### src/rtl/glyph_matcher.sv
// rtl/glyph_matcher.sv - 16x16 digit glyph recognizer by minimum Hamming distance
//
// Captures a 16-row monochrome bitmap, then scans NUM_GLYPHS stored glyphs
// row by row through an external combinational ROM mux, accumulating the
// Hamming distance per glyph and reporting the closest one.
//
// Ports:
//   clk, rst             clock, asynchronous active-high reset
//   in_valid/in_ready    captured row handshake, in_row = row data (bit 0 leftmost)
//   rom_sel/rom_addr     glyph index / row address presented to the ROM mux
//   rom_row              ROM row data, combinational from rom_sel/rom_addr
//   res_valid            one-cycle pulse when the result registers update
//   res_digit/res_dist   closest glyph index and its distance (0..256)
//   res_match            res_dist <= MATCH_THRESH
module glyph_matcher #(
    parameter int NUM_GLYPHS   = 10,
    parameter int MATCH_THRESH = 32
) (
    input  logic        clk,
    input  logic        rst,
    input  logic        in_valid,
    output logic        in_ready,
    input  logic [15:0] in_row,
    output logic [3:0]  rom_sel,
    output logic [3:0]  rom_addr,
    input  logic [15:0] rom_row,
    output logic        res_valid,
    output logic [3:0]  res_digit,
    output logic [8:0]  res_dist,
    output logic        res_match
);

    typedef enum logic [1:0] {IDLE, LOAD, SCAN, DONE} state_t;

    localparam logic [3:0] LAST_GLYPH = 4'(NUM_GLYPHS - 1);
    localparam logic [8:0] THRESH     = 9'(MATCH_THRESH);

    state_t      state;
    logic [3:0]  cnt;
    logic [15:0] frame_buf [16];
    logic [3:0]  glyph;
    logic [3:0]  row;
    logic [8:0]  acc;
    logic [8:0]  best;
    logic [3:0]  best_idx;

    logic [15:0] diff;
    logic [4:0]  d;
    logic [8:0]  total;

    // Per-row distance of the current ROM row against the captured row.
    always_comb begin
        diff = rom_row ^ frame_buf[row];
        d    = '0;
        for (int i = 0; i < 16; i++) begin
            d = d + 5'(diff[i]);
        end
        total = acc + 9'(d);
    end

    assign in_ready = (state == IDLE) || (state == LOAD);

    // glyph/row are held at 0 outside SCAN, so they drive the ROM mux directly.
    assign rom_sel  = glyph;
    assign rom_addr = row;

    always_ff @(posedge clk or posedge rst) begin
        if (rst) begin
            state     <= IDLE;
            cnt       <= '0;
            for (int i = 0; i < 16; i++) begin
                frame_buf[i] <= '0;
            end
            glyph     <= '0;
            row       <= '0;
            acc       <= '0;
            best      <= '1;
            best_idx  <= '0;
            res_valid <= 1'b0;
            res_digit <= '0;
            res_dist  <= '0;
            res_match <= 1'b0;
        end else begin
            res_valid <= 1'b0;
            case (state)
                IDLE: begin
                    if (in_valid) begin
                        frame_buf[0] <= in_row;
                        cnt          <= 4'd1;
                        state        <= LOAD;
                    end
                end
                LOAD: begin
                    if (in_valid) begin
                        frame_buf[cnt] <= in_row;
                        if (cnt == 4'd15) begin
                            cnt      <= '0;
                            glyph    <= '0;
                            row      <= '0;
                            acc      <= '0;
                            best     <= '1;
                            best_idx <= '0;
                            state    <= SCAN;
                        end else begin
                            cnt <= cnt + 4'd1;
                        end
                    end
                end
                SCAN: begin
                    if (row != 4'd15) begin
                        acc <= total;
                        row <= row + 4'd1;
                    end else begin
                        // Strict compare: on a tie the earlier (lower) glyph wins.
                        if (total < best) begin
                            best     <= total;
                            best_idx <= glyph;
                        end
                        acc <= '0;
                        row <= '0;
                        if (glyph == LAST_GLYPH) begin
                            glyph <= '0;
                            state <= DONE;
                        end else begin
                            glyph <= glyph + 4'd1;
                        end
                    end
                end
                DONE: begin
                    res_valid <= 1'b1;
                    res_digit <= best_idx;
                    res_dist  <= best;
                    res_match <= (best <= THRESH);
                    state     <= IDLE;
                end
                default: state <= IDLE;
            endcase
        end
    end

endmodule

### config.mk
export PLATFORM = sky130hd
export DESIGN_NAME = glyph_matcher
export DESIGN_NICKNAME = d
export VERILOG_FILES = /design/src/rtl/glyph_matcher.sv
export SDC_FILE = /design/constraint.sdc
export NUM_CORES = 1
export LEC_CHECK = 0
export CORE_MARGIN = 2
export CORE_UTILIZATION = 30
export CTS_CLUSTER_SIZE = 25
export DETAILED_ROUTE_END_ITERATION = 7
export PLACE_DENSITY_LB_ADDON = 0.12
export SLEW_MARGIN = 20
export SYNTH_ARGS = -nofsm -noshare
export SYNTH_HDL_FRONTEND = slang
export SYNTH_SLANG_ARGS = --single-unit
### constraint.sdc
create_clock -name clk -period 17.2 [get_ports clk]
set_input_delay 3.44 -clock clk [delete_from_list [all_inputs] [get_ports clk]]
set_output_delay 3.44 -clock clk [all_outputs]
set_load 0.02 [all_outputs]
-- Word level (Yosys, flattened, before mapping)
Cells that the tools add are included.
- register bits: 307
- logic and storage cells: 116
- magnitude comparators: 5
- reductions and logical operators: 11
- $add $sub $neg: 19
- eq/ne operators: 12
- mux-type cells: 39
- bitwise logic cells: 3
- operator list (kind ; count):
    $bwmux W256 ; 1
    $mux W256 ; 1
    $bmux W16 S4 ; 1
    $demux W16 S4 ; 1
    $mux W16 ; 4
    $mux W9 ; 7
    $add A5 B1 Y5 ; 11
    $mux W4 ; 10
    $pmux W9 S2 ; 2
    $pmux W16 S2 ; 1
    $pmux W4 S2 ; 4
    $xor A16 B16 Y16 ; 1
    $add A4 B1 Y4 const B ; 3
    $ge A5 B5 Y1 const B ; 2
    $mux W2 ; 5
    $ne A2 B2 Y1 const B ; 5
    $not A4 Y5 ; 2
    $reduce_and A5 Y1 ; 2
    $add A9 B5 Y9 ; 1
    $le A9 B6 Y1 const B ; 1
    $lt A9 B9 Y1 ; 1
    $eq A4 B4 Y1 const B ; 2
    $pmux W2 S4 ; 1
    $reduce_and A3 Y1 ; 2
    other kinds (16) ; 18

-- Logic depth before layout (Yosys ltp)
- depth in word-level cells: 25
- mapped depth: 27

-- Least setup slack after synthesis
No wires, ideal clock.
- kind: input port to flip-flop
- start: input rom_row[0]
- end: register best[5]
- stages: 19
- arrival time: 8.657 ns
- setup slack: 8.462 ns
- data required time: 17.119 ns
- library setup time: 0.081 ns
- path through: xor2_1 -> fa_1 -> fa_1 -> fa_1 -> inv_1 -> fa_1 -> fa_1 -> fa_1 -> nor2b_1 -> o31a_1 -> o21ai_0 -> xor2_1 -> inv_1 -> ha_1 -> a211oi_1 -> nor2_1 -> a2111o_1 -> or2_1 -> o221a_1
- cells in the longest elaborated chain, start to end: 20
- elaborated cells between the ends (all ways): 23
- those cells by class: 16 x add/sub; 1 x order compare; 1 x eq/ne; 3 x mux; 1 x bitwise; 1 x reduce/logical
- RTL lines (item ; line ; text):
    start: declaration ; 26 ; input logic [15:0] rom_row,
    $xor A16 B16 Y16 * ; 53 ; diff = rom_row ^ frame_buf[row];
    $add A1 B1 Y2 * ; 56 ; d = d + 5'(diff[i]);
    $add A2 B1 Y3 * ; 56 ;
    $add A3 B1 Y4 * ; 56 ;
    $add A4 B1 Y5 * ; 56 ;
    $add A5 B1 Y5 * (11 in series) ; 56 ;
    $add A9 B5 Y9 * ; 58 ; total = acc + 9'(d);
    $lt A9 B9 Y1 or $mux W9 (tied branches) ; 115 ; if (total < best) begin
    $ne A2 B2 Y1 (no line) or $mux W9 (tied branches) ; n/a ;
    $reduce_and A5 Y1 (no line) or $pmux W9 S2 (tied branches) ; n/a ;
    end signal: assignment ; 116 ; best <= total;
    end: declaration ; 44 ; logic [8:0] best;
Mark *: on every way between the ends. The rest lies on a longest branch, timed or not. The select of a mux whose other input is x is not followed.
A chain may end at the register's enable or synchronous reset.

-- Worst setup path in the final report
- start: input rom_row[0]
- end: register best[6]
The elaborated chain is that of the path after synthesis.

==> flow_summary_export.csv <==
group,metric,value,unit
synthesis,ys_types,52,
floorplan,start_util,30.42,%
setup_path,crit_path_end_kind,"flip-flop",
drt,drtIter0Drc,389,
hold_path,hold_class,"flip-flop to flip-flop",
grt,grt-ovfl-total,0,
outcome,status,"complete, no violations",
timing,setup_tns,0,ns
drt,vias,8713,
grt,grt_pass1_wl,61280,um
setup_path,crit_arrival,9.78,ns
clock_tree,cts_max_level,2,
synthesis,yosys.area_share.xor_xnor,1.115,%
floorplan,dieArea,51540,sq um
synthesis,synth_adder_area_share,3.874,%
drt,routed-wl-met2,17710,um
drt,wl_per_cell,22.57,um
place,placedInstanceArea,16120,sq um
clock_tree,clockBufferDepth,3,
timing,slew_headroom,36.35,%
floorplan,die_h,227.0,um
setup_path,start_kind,"input pin",
synthesis,synthesis.area,14920,sq um
synthesis,synth_edf_count,0,
drt,wl_met3,1666,um
setup_path,crit_type,"input pin to flip-flop",
timing,period_needed,9.314,ns
grt,track_usage,16.20,%
cells_and_area,nNetsFinal,1153,
timing,fin_crit_sh,54.15,%
synthesis,async_reset_ff_share,100.0,%
clock_tree,cts_sinks,307,
drt,routed_wl,39880,um
clock_tree,root_buffer,"clkbuf_16",
drt,met1_length,19590,um
place,gp_congestion,0.7305,
clock_tree,clk_latency,0.56,ns
clock_tree,path_clk_slew,0.06,ns
place,dpl_worst_slack,7.332,ns
synthesis,synthCells,1040,
synthesis,synth_nets,1114,
clock_tree,cts_tree,"yes",
clock_tree,cts_resized,0,
cells_and_area,drive_gt1_share,38.62,%
synthesis,synth.most_common_cell,"dfrtp_1",
drt,drc,0,
synthesis,yosys_warnings,0,
grt,grt_max_degree,119,
timing,timing.hold.ws,0.4994,ns
synthesis,synth_compound_area_share,4.762,%
grt,grt_pass1_vias,9235,
synthesis,synth-simple-area-share,3.924,%
synthesis,synth_top_family_by_area,"multiplexers",
place,dpl.hpwl,23580,um
setup_path,crit_fanout,16,
synthesis,synth_seq_cells,307,
drt,maxUsedRoutingLayer,"met5",
timing,worst_slew_pin_slew,0.9525,ns
synthesis,seq_area_frac_synth,51.56,%
drt,first_pass_iters,4,
synthesis,postSynthAreaPerCell,14.35,sq um
floorplan,io_pins,59,
setup_path,cp.required,17.67,ns
grt,antenna_found_initial,3,
place,port_buffers,58,
synthesis,synth_commonest_cells,"dfrtp_1, mux2_2, mux4_2, inv_1, nand2_1",
synthesis,yosys-top-cells-area,"dfrtp_1, mux2_2, mux4_2",
clock_tree,cts_buffers,37,
synthesis,muxShareOfSynthArea,31.31,%
timing,fin_ws,7.886,ns
timing,max_freq,107.4,MHz
job,maxCapViolCount,0,
floorplan,num_rows,81,
clock_tree,ctsHoldBuffers,0,
timing,skew,0.02510,ns
synthesis,yosysTopAreaCellShare,49.97,%
timing,finalSetupViolations,0,
floorplan,core-area,49050,sq um
floorplan,chipWidth,227.0,um
cells_and_area,area_growth,15.67,%
synthesis,yosysTopAreaCell,"dfrtp_1",
drt,via_per_inst,4.931,
cells_and_area,num-fill-cells,4808,
drt,antenna_left,0,
cells_and_area,fin_area,17260,sq um
cells_and_area,antenna_cells,0,
timing,hold_viol,0,
timing,slew_viol_final,0,
clock_tree,post_cts_buffers,0,
timing,rsz0062_at_grt,"no",
synthesis,ys_dominant_reg_cell,"dfrtp_1",
## path summary, 6_finish.rpt
path | from | endpoint | slack [ns] | depth (start not counted)
min in group asynchronous | rst | frame_buf[250]$_DFFE_PP0P_ | 3.43 | 2
min reg2reg | frame_buf[15]$_DFFE_PP0P_ | frame_buf[15]$_DFFE_PP0P_ | 0.50 | 1
max in group asynchronous | rst | frame_buf[35]$_DFFE_PP0P_ | 11.34 | 4
min | frame_buf[15]$_DFFE_PP0P_ | frame_buf[15]$_DFFE_PP0P_ | 0.50 | 1
max reg2reg | rom_addr[0]$_DFFE_PP0P_ | best[6]$_DFFE_PP1P_ | 8.31 | 25
max | rom_row[0] | best[6]$_DFFE_PP1P_ | 7.89 | 20
## critical path: stages
cell and delay, ns:
clkdlybuf4s50_1 0.48, xor2_1 0.19, fa_1 0.47, fa_1 0.62, fa_1 0.57, inv_1 0.05, fa_1 0.50, fa_1 0.47
fa_1 0.43, nor2b_1 0.16, o31a_1 0.20, o21ai_0 0.11, xor2_1 0.24, inv_1 0.07, ha_1 0.29, a211oi_1 0.21
nor2_1 0.07, a2111o_1 0.61, a21oi_2 0.38, a2bb2oi_1 0.21
## metrics by stage
| step | instances | utilization (%) |
|---|---|---|
| 6_report | 1767 | 35.19 |
| 3_5_place_dp | 1704 | 32.87 |
| 3_3_place_gp | 1704 | 32.87 |
| 2_1_floorplan | 1040 | - |
| 4_1_cts | 1767 | 35.19 |
| 5_1_grt | 1767 | 35.19 |
## area by class of cell
class / count / area [sq um] / area share, %
Inverter: 37 / 146.4 / 0.8481
Multi-Input combinational cell: 627 / 6783 / 39.29
Tap cell: 664 / 830.8 / 4.813
Clock buffer: 58 / 1086 / 6.292
Timing Repair Buffer: 69 / 663.1 / 3.842
Sequential cell: 307 / 7701 / 44.61
Clock inverter: 5 / 51.30 / 0.2972
## layout by cell type (no fill, tap or decap), types with 14 or more instances in the layout
cell type          n
a211oi_1          18
a21oi_1           22
clkbuf_1          14
clkbuf_16         38
clkdlybuf4s50_1   58
dfrtp_1          294
ha_1              27
inv_1             36
mux2_2           270
mux2i_1           19
mux4_2            64
nand2_1           31
nand3_1           14
nor2b_1           20
o21ai_0           23
## registers in the layout (all words and copies together) (netlist names)
signal,count
frame_buf,256
acc,9
best,9
res_dist,9
best_idx,4
cnt,4
res_digit,4
rom_addr,4
rom_sel,4
state,2
res_match,1
res_valid,1
## routing by layer
metal | track usage [%] | vias to the layer above
met5 | 0 | -
met4 | 4.723 | 4
met3 | 3.201 | 60
met2 | 24.75 | 138
met1 | 23.30 | 4610
li1 | - | 3901
## cells by family (layout without fill, tap and decap cells)
family | count (synthesis) | count (layout)
DFF | 307 | 307
adders and majority gates | 39 | 39
xor gates and xnor gates | 19 | 19
muxes | 353 | 353
AOI/OAI and AO/OA | 103 | 103
and+or+nand+nor | 113 | 113
buffers and inverters | 106 | 169
Power is left out: the tool's default activity adds up to more than one toggle a clock period on the data nets, which glitch-free logic cannot reach.
